$ cat config.mk
export PLATFORM = sky130hd
export DESIGN_NAME = mul_share_arb
export DESIGN_NICKNAME = d
export VERILOG_FILES = /design/src/rtl/mul_share_arb.sv
export SDC_FILE = /design/constraint.sdc
export NUM_CORES = 1
export LEC_CHECK = 0
export CAP_MARGIN = 20
export CORE_ASPECT_RATIO = 1.25
export CORE_MARGIN = 1
export CORE_UTILIZATION = 65
export CTS_BUF_LIST = sky130_fd_sc_hd__clkbuf_4
export CTS_CLUSTER_DIAMETER = 120
export DETAILED_ROUTE_END_ITERATION = 10
export DONT_BUFFER_PORTS = 1
export MAX_ROUTING_LAYER = met4
export PLACE_DENSITY = 0.79
export SLEW_MARGIN = 20
export SYNTH_ARGS = -nofsm -noshare
export SYNTH_HDL_FRONTEND = slang
export SYNTH_SLANG_ARGS = --single-unit
$ cat constraint.sdc
create_clock -name clk -period 6.9 [get_ports clk]
set_input_delay 0.69 -clock clk [delete_from_list [all_inputs] [get_ports clk]]
set_output_delay 0.69 -clock clk [all_outputs]
set_load 0.005 [all_outputs]
$ cat src/rtl/mul_share_arb.sv
// mul_share_arb: two-requester valid/ready front end for a single shared
// W x W unsigned multiplier. One operation is in flight at a time:
// IDLE arbitrates and latches operands, MUL forms the full 2W-bit product,
// HOLD presents it to the issuing requester until it is consumed.
//
// Optional feature macro: MUL_ARB_ROUND_ROBIN_EN
//   defined   -> ties in IDLE alternate using a 1-bit last_grant register
//   undefined -> fixed priority, requester 0 wins every tie
module mul_share_arb #(
    parameter int W = 16
) (
    input  logic             clk,
    input  logic             rst,
    input  logic             req0_valid,
    output logic             req0_ready,
    input  logic [W-1:0]     req0_a,
    input  logic [W-1:0]     req0_b,
    input  logic             req1_valid,
    output logic             req1_ready,
    input  logic [W-1:0]     req1_a,
    input  logic [W-1:0]     req1_b,
    output logic             rsp0_valid,
    input  logic             rsp0_ready,
    output logic             rsp1_valid,
    input  logic             rsp1_ready,
    output logic [2*W-1:0]   rsp_data,
    output logic             busy
);

    typedef enum logic [1:0] {
        IDLE = 2'd0,
        MUL  = 2'd1,
        HOLD = 2'd2
    } state_t;

    state_t             state_r;
    state_t             state_s;
    logic [W-1:0]       a_r;
    logic [W-1:0]       b_r;
    logic               id_r;
    logic [2*W-1:0]     rsp_data_r;
    logic               rsp0_valid_r;
    logic               rsp1_valid_r;
    logic               busy_r;
    logic               grant0_s;
    logic               grant1_s;
    logic               accept_s;
    logic               rsp_take_s;
    logic [2*W-1:0]     prod_s;

`ifdef MUL_ARB_ROUND_ROBIN_EN
    logic               last_grant_r;

    // Arbitration: alternate on ties, a lone requester always wins.
    always_comb begin
        grant0_s = 1'b0;
        grant1_s = 1'b0;
        if (state_r == IDLE) begin
            if (req0_valid && req1_valid) begin
                if (last_grant_r) begin
                    grant0_s = 1'b1;
                end else begin
                    grant1_s = 1'b1;
                end
            end else if (req0_valid) begin
                grant0_s = 1'b1;
            end else if (req1_valid) begin
                grant1_s = 1'b1;
            end else begin
                grant0_s = 1'b0;
                grant1_s = 1'b0;
            end
        end else begin
            grant0_s = 1'b0;
            grant1_s = 1'b0;
        end
    end

    // Remember who was served last; reset value makes requester 0 win the first tie.
    always_ff @(posedge clk) begin
        if (rst) begin
            last_grant_r <= 1'b1;
        end else if (accept_s) begin
            last_grant_r <= grant1_s;
        end else begin
            last_grant_r <= last_grant_r;
        end
    end
`else
    // Arbitration: fixed priority, requester 0 wins whenever it is valid.
    always_comb begin
        grant0_s = 1'b0;
        grant1_s = 1'b0;
        if (state_r == IDLE) begin
            if (req0_valid) begin
                grant0_s = 1'b1;
            end else if (req1_valid) begin
                grant1_s = 1'b1;
            end else begin
                grant0_s = 1'b0;
                grant1_s = 1'b0;
            end
        end else begin
            grant0_s = 1'b0;
            grant1_s = 1'b0;
        end
    end
`endif

    // Readies are the grants themselves; a grant only exists while a valid is high.
    assign req0_ready = grant0_s;
    assign req1_ready = grant1_s;
    assign accept_s   = grant0_s | grant1_s;

    // Only the latched requester's response ready can release HOLD.
    assign rsp_take_s = id_r ? rsp1_ready : rsp0_ready;

    // Full-width product; operands widened first so nothing is truncated.
    assign prod_s = {{W{1'b0}}, a_r} * {{W{1'b0}}, b_r};

    // Next-state logic for the IDLE -> MUL -> HOLD sequence.
    always_comb begin
        state_s = state_r;
        case (state_r)
            IDLE: begin
                if (accept_s) begin
                    state_s = MUL;
                end else begin
                    state_s = IDLE;
                end
            end
            MUL: begin
                state_s = HOLD;
            end
            HOLD: begin
                if (rsp_take_s) begin
                    state_s = IDLE;
                end else begin
                    state_s = HOLD;
                end
            end
            default: begin
                state_s = IDLE;
            end
        endcase
    end

    // State, operand capture, product register and registered status outputs.
    always_ff @(posedge clk) begin
        if (rst) begin
            state_r      <= IDLE;
            a_r          <= '0;
            b_r          <= '0;
            id_r         <= 1'b0;
            rsp_data_r   <= '0;
            rsp0_valid_r <= 1'b0;
            rsp1_valid_r <= 1'b0;
            busy_r       <= 1'b0;
        end else begin
            state_r <= state_s;
            if (accept_s) begin
                a_r  <= grant1_s ? req1_a : req0_a;
                b_r  <= grant1_s ? req1_b : req0_b;
                id_r <= grant1_s;
            end else begin
                a_r  <= a_r;
                b_r  <= b_r;
                id_r <= id_r;
            end
            if (state_r == MUL) begin
                rsp_data_r <= prod_s;
            end else begin
                rsp_data_r <= rsp_data_r;
            end
            // id_r is stable from accept through HOLD, so it steers the valids.
            rsp0_valid_r <= (state_s == HOLD) && (id_r == 1'b0);
            rsp1_valid_r <= (state_s == HOLD) && (id_r == 1'b1);
            busy_r       <= (state_s != IDLE);
        end
    end

    assign rsp0_valid = rsp0_valid_r;
    assign rsp1_valid = rsp1_valid_r;
    assign rsp_data   = rsp_data_r;
    assign busy       = busy_r;

endmodule
==> flow_metrics.py, run 1 <==
metrics = {
    "global_route": {
        "grt_max_degree": 68,
        "track_usage_pct": 34.19,
        "grt_pass1_vias": 9160,
        "antenna_found_initial": 1,
        "overflow": 0,
        "grt_pass1_wl_mm": 46.03,
    },
    "critical_path": {
        "cp-end-kind": "flip-flop",
        "cp_data_arrival_time_ps": 6970,
        "crit_required_ps": 7270,
        "reg2reg_depth": 21,
        "crit_fanout": 17,
        "start_kind": "flip-flop",
        "slowest_delay_ps": 850,
        "crit_type": "reg -> reg",
        "crit_chain": "nand2_1 -> fa_1 -> inv_1 -> fa_1 -> inv_1 -> fa_1 -> inv_1 -> fa_1 -> fa_1 -> inv_1 -> fa_1 -> inv_1 -> ha_1 -> a21oi_1 -> o211ai_1 -> a21oi_1 -> nand3_1 -> o2111ai_1 -> a21oi_1 -> xnor2_1 -> a211oi_1",
        "cpMaxStageDelayCell": "dfxtp_1",
        "crit-reg2reg-launch": "a_r[6]",
        "rrSetupSlack_ps": 300,
        "cp_common_cell": "fa_1",
        "r2r-end": "rsp_data[29]",
    },
    "clock_tree": {
        "cts_buffers": 9,
        "path_clk_slew_ps": 150,
        "clock_sinks": 70,
        "post_cts_buffers": 0,
        "cts_tree": "built",
        "clk_path_buf_depth": 2,
        "cts_resized": 0,
        "htree_levels": 3,
        "clk_latency_ps": 450,
        "cts_hold_buf": 0,
        "cts-root-buf": "clkbuf_4",
    },
    "drt": {
        "vias": 8626,
        "post_drt_wl_per_cell_um": 18.38,
        "viasPerCell": 5.821,
        "drtIter0Drc": 526,
        "antenna_left": 0,
        "detailedRoute.firstPassIterationCount": 5,
        "routed_wl_mm": 27.25,
        "drc": 0,
    },
    "floorplan": {
        "rows": 53,
        "ios": 107,
        "chipWidth_um": 120.1,
        "initial_core_util_pct": 67.06,
        "die_area_mm2": 0.01798,
        "coreArea_mm2": 0.01691,
        "die_y_um": 149.7,
    },
    "timing": {
        "fmax_ghz": 0.1515,
        "setup_ws_ps": 300.6,
        "post-route-period-util_pct": 95.64,
        "fin_setup_tns_ps": 0,
        "worstMarginPinSlew_ps": 771.5,
        "maxSlewHeadroom_pct": 48.50,
        "period_minus_slack_ps": 6599,
        "finalMaxSlewViolations": 0,
        "setup_viol": 0,
        "rsz0062_at_grt": "no",
        "hold_viol": 0,
        "finClkSkew_ps": 21.63,
        "hold_slack_ps": 292.5,
    },
    "power_and_ir_drop": {
        "vdd_ir_drop_max_mv": 0.2019,
        "power_density_mw_per_mm2": 238.8,
        "p_leak_nw": 5.730,
        "power.total_mw": 2.784,
    },
    "finish": {
        "syn_to_final_growth_pct": 2.802,
        "final_layout_size_suffix_gt1_share_pct": 4.282,
        "fin_nets": 1624,
        "finalCoreUtilization_pct": 68.94,
    },
    "hold_path": {
        "holdPathEnd": "rsp_data[27]",
        "hold_path_class": "in -> reg",
        "hold_depth": 1,
        "hp-start": "rst",
    },
    "placement": {
        "port_buffers": 0,
        "dp_slack_ps": 396.3,
        "hpwl_mm": 22.08,
        "gp_congestion": 0.9535,
    },
    "logic_synthesis": {
        "yosysWarnings": 0,
        "synthTopCellsByArea": "fa_1 (34%), dfxtp_1 (12%), ha_1 (11%)",
        "synth_area_mm2": 0.01134,
        "syn_inst": 1290,
        "avgSynthCellArea_um2": 8.790,
        "synthArstFlopShare_pct": 0,
        "netlist.area_leader.share_pct": 34.25,
        "ys.flop_type": "dfxtp_1",
        "ys_seq_elements": 70,
        "synth_nets": 1658,
        "synth_top_cell_by_area": "fa_1",
        "synth_edf_count": 0,
        "synth_cell_types": 55,
        "ys_seq_area_share_pct": 12.36,
    },
    "run_status": {
        "status": "finished clean",
    },
    "flow_run": {
        "cap_violations": 0,
    },
}
cell usage in the layout (no fill, tap or decap), types with 2 or more instances in the layout:
cell type and instances:
nor2_1 46, nand2_1 194, xor2_1 8, a211oi_1 36, a311oi_1 2, xnor2_1 16, clkbuf_4 9, nand3_1 14
ha_1 104, a31oi_1 9, a21o_2 3, and3_1 5, dfxtp_1 69, nor3_1 3, a221o_1 2, a22o_1 5
inv_8 2, mux2i_1 35, a21o_1 14, and2_1 126, inv_1 223, or3_1 2, buf_4 24, o211ai_1 4
bufinv_16 3, o21ai_0 18, nand4_1 8, fa_1 194, a21oi_1 52, nor2b_1 5, nor4_1 2
flip-flops by register name, indices dropped and copies added (netlist names):
signal	count
rsp_data	32
a_r	16
b_r	16
busy	1
state_r	2
id_r	1
rsp1_valid	1
rsp0_valid	1
synth_stat cells, types with 6 or more instances:
cell type  number
mux2i_1        35
a21oi_1        52
a211oi_1       36
o21ai_0        18
a21o_1         14
nor2_1         46
nor2b_1         6
nand4_1         8
buf_2           6
xor2_1          8
xnor2_1        16
a31oi_1         9
dfxtp_1        70
nand3_1        14
nand2_1       194
and2_1        126
clkbuf_1       50
ha_1          104
fa_1          194
inv_1         223
routing by layer:
layer,vias to the layer above,GRT usage [%],part of all wire [%]
li1,3961,-,-
met3,59,6.441,8.3
met1,4223,43.18,40
met5,-,-,0
met4,0,11.13,2.5
met2,383,55.49,49
cells by family (layout without fill, tap and decap cells):
logic type / count (synthesis) / after routing / share of synthesized area, %
AND/OR/NAND/NOR: 414 / 414 / 17.44
flip-flops: 70 / 70 / 12.36
adder cells (fa/ha/maj): 298 / 298 / 45.72
AO/OA/AOI/OAI: 157 / 157 / 9.081
other: 0 / 1 / 0
multiplexers: 35 / 35 / 3.090
XOR/XNOR: 24 / 24 / 1.854
buffers and inverters: 292 / 263 / 10.45
worst max-delay path: cells and delay by family (launching register included):
kind                       cells  cell delay, ps
AOI/OAI and AO/OA              6            1380
xor gates and xnor gates       1             140
adders and majority gates      7            3430
buffers and inverters          5             270
DFF                            1             850
and+or+nand+nor                2             460
per-stage QoR:
stage / instance area, um2 / std cells
CTS: 11650 / 1481
detailed placement: 11460 / 1465
global route: 11660 / 1482
finish: 11660 / 1482
floorplan: 11340 / 1290
global placement: 11460 / 1465
how the worst max path moves through the flow:
stage	depth (start not counted)	startpoint	slack (ps)	to
2_1_floorplan	24	b_r[7]	1050	rsp_data[29]
3_3_place_gp	21	a_r[5]	470	rsp_data[29]
3_5_place_dp	21	a_r[5]	400	rsp_data[29]
4_1_cts	21	a_r[6]	350	rsp_data[29]
5_1_grt	21	a_r[6]	6	rsp_data[29]
6_report	21	a_r[6]	300	rsp_data[29]
layout make-up:
cell class                      count  area (um2)
Clock inverter                      7       128.9
Inverter                          223       837.1
Timing Repair Buffer               24       180.2
Fill cell                        1401        5253
Multi-Input combinational cell    928        8763
Sequential cell                    70        1403
Antenna cell                        1       2.502
Clock buffer                        9       67.56
Tap cell                          220       275.3
power by group:
group | leakage, nW | internal (mW) | switching (mW)
combinational | 5.05 | 0.722 | 1.09
clock | 0.101 | 0.189 | 0.178
sequential | 0.576 | 0.467 | 0.133
Power figures use the tool's default switching activity.
==> inputs of run 2 (changes only) <==
MAX_ROUTING_LAYER = default   (was met4)
clock period = 6.4 ns   (was 6.9 ns; I/O delays follow)
==> run 2 against run 1 <==
Net effect:
- sequential share of layout area is 0.061 points higher
- via count is 0.44% higher
- global-route usage is 1.5 points lower
- fmax is 6.1% higher
- first-iteration DRC count is 13% higher
- cell area is 0.91% higher
- wire length is 0.51% higher
- clock power is 5% higher
- sequential power is 5.8% higher
- critical endpoint is now rsp_data[26]
- largest cell class unchanged
- largest power group unchanged
==> flow_metrics.py, run 2 (synthesized netlist as in run 1, its figures left out) <==
metrics = {
    "run_status": {
        "status": "finished clean",
    },
    "power_and_ir_drop": {
        "p_seq_share_pct": 21.1,
        "intPower_mw": 1.495,
        "p_leak_nw": 5.799,
        "power.total_mw": 3.006,
        "power_density_mw_per_mm2": 255.5,
        "pwr-share-clk_pct": 12.8,
        "vdd_ir_drop_max_mv": 0.2304,
        "combPwrFrac_pct": 66.1,
        "net-switching-power_mw": 1.511,
        "power.share.switching_pct": 50.28,
    },
    "drt": {
        "viasPerCell": 5.807,
        "post_drt_wl_per_cell_um": 18.35,
        "antenna_left": 0,
        "detailedRoute.firstPassIterationCount": 5,
        "drtIter0Drc": 594,
        "vias": 8664,
        "routed_wl_mm": 27.38,
        "drc": 0,
    },
    "clock_tree": {
        "post_cts_buffers": 0,
        "clk_latency_ps": 460,
        "cts_tree": "built",
        "cts_buffers": 9,
        "clock_sinks": 70,
        "path_clk_slew_ps": 150,
        "clk_path_buf_depth": 2,
        "htree_levels": 3,
        "cts-root-buf": "clkbuf_4",
    },
    "timing": {
        "maxSlewHeadroom_pct": 53.28,
        "post-route-period-util_pct": 97.15,
        "rsz0062_at_grt": "no",
        "hold_viol": 0,
        "period_minus_slack_ps": 6218,
        "fin_setup_tns_ps": 0,
        "finClkSkew_ps": 28.47,
        "finalMaxSlewViolations": 0,
        "worstMarginPinSlew_ps": 700.8,
        "setup_viol": 0,
        "fmax_ghz": 0.1608,
        "hold_slack_ps": 239.6,
    },
    "critical_path": {
        "crit_fanout": 12,
        "start_kind": "flip-flop",
        "crit_required_ps": 6740,
        "cp-end-kind": "flip-flop",
        "cp_data_arrival_time_ps": 6560,
        "crit_type": "reg -> reg",
    },
    "floorplan": {
        "coreArea_mm2": 0.01691,
        "rows": 53,
        "chipWidth_um": 120.1,
        "ios": 107,
        "initial_core_util_pct": 67.06,
        "die_area_mm2": 0.01798,
        "die_y_um": 149.7,
    },
    "hold_path": {
        "hold_path_class": "in -> reg",
    },
    "finish": {
        "largest_reg_flops": 32,
        "final_common_cell": "inv_1",
        "fin_area_mm2": 0.01176,
        "layout_common_cells": "inv_1 (223), nand2_1 (194), fa_1 (194), and2_1 (126), ha_1 (104)",
        "n_antenna_cell": 0,
        "final_layout_size_suffix_gt1_share_pct": 6.447,
        "fillers": 1322,
        "syn_to_final_growth_pct": 3.741,
        "fin_nets": 1635,
    },
    "placement": {
        "gp_congestion": 0.9388,
        "hpwl_mm": 22.50,
        "port_buffers": 0,
        "place_area_mm2": 0.01154,
    },
    "global_route": {
        "grt_max_degree": 68,
        "grt_pass1_vias": 8943,
        "grt_pass1_wl_mm": 45.57,
        "antenna_found_initial": 0,
        "track_usage_pct": 32.67,
        "overflow": 0,
    },
    "flow_run": {
        "cap_violations": 0,
    },
}
run 2: power by group through the flow:
stage	registers, mW	logic (mW)	clock network [mW]
final	0.635	1.99	0.384
after floorplan	0.563	1.58	0
after CTS	0.627	1.96	0.386
after detailed placement	0.636	1.92	0
after global placement	0.636	1.90	0
after global routing	0.644	2.23	0.402
run 2: area by class of cell:
cell class / count / area [um2] / area share (%)
clock buffers: 9 / 67.56 / 0.5743
clock inverters: 7 / 120.1 / 1.021
inverters: 223 / 837.1 / 7.115
multi-input cells: 928 / 8778 / 74.62
flip-flops and latches: 70 / 1423 / 12.09
well taps: 220 / 275.3 / 2.340
repair buffers: 35 / 262.8 / 2.234
run 2: worst paths after layout:
| path | cells past startpoint | startpoint | end | slack [ps] |
|---|---|---|---|---|
| worst max-delay path | 20 | b_r[1] | rsp_data[26] | 180 |
| worst min-delay path | 1 | rst | a_r[5] | 240 |
| worst max register to register | 20 | b_r[1] | rsp_data[26] | 180 |
| worst min register to register | 2 | rsp_data[11] | rsp_data[11] | 480 |
run 2: layer usage:
layer	up-vias	track usage [%]	share of wire, %
met5	-	0	0
met4	0	11.06	2.6
met3	64	5.373	7.7
met2	394	53.85	48
met1	4226	43.75	41
li1	3980	-	-
run 2: critical path, cell delays in order (launching register included):
cell and delay [ps]:
dfxtp_2 430, buf_4 240, nand2_1 100, fa_1 520, fa_1 580, fa_1 450, fa_1 560, inv_1 60
fa_1 530, inv_1 60, fa_1 490, inv_1 40, ha_1 360, a21oi_1 190, o21ai_0 200, a311oi_1 360
and2_1 200, nand2_1 60, a31oi_1 340, nor4_1 80, a221o_1 270
run 2: stage by stage:
stage	util, %	instances	setup WS, ps
after global placement	68.24	1476	145.0
after global routing	69.57	1492	3.242
after floorplan	-	1290	554.1
after detailed placement	68.24	1476	122.0
final	69.57	1492	182.3
after CTS	69.35	1492	81.84
run 2: what timing repair did:
action,in CTS,in global routing
setup endpoints to repair,0,9
hold endpoints to repair,0,0
resized for setup,0,20
hold buffers,0,0
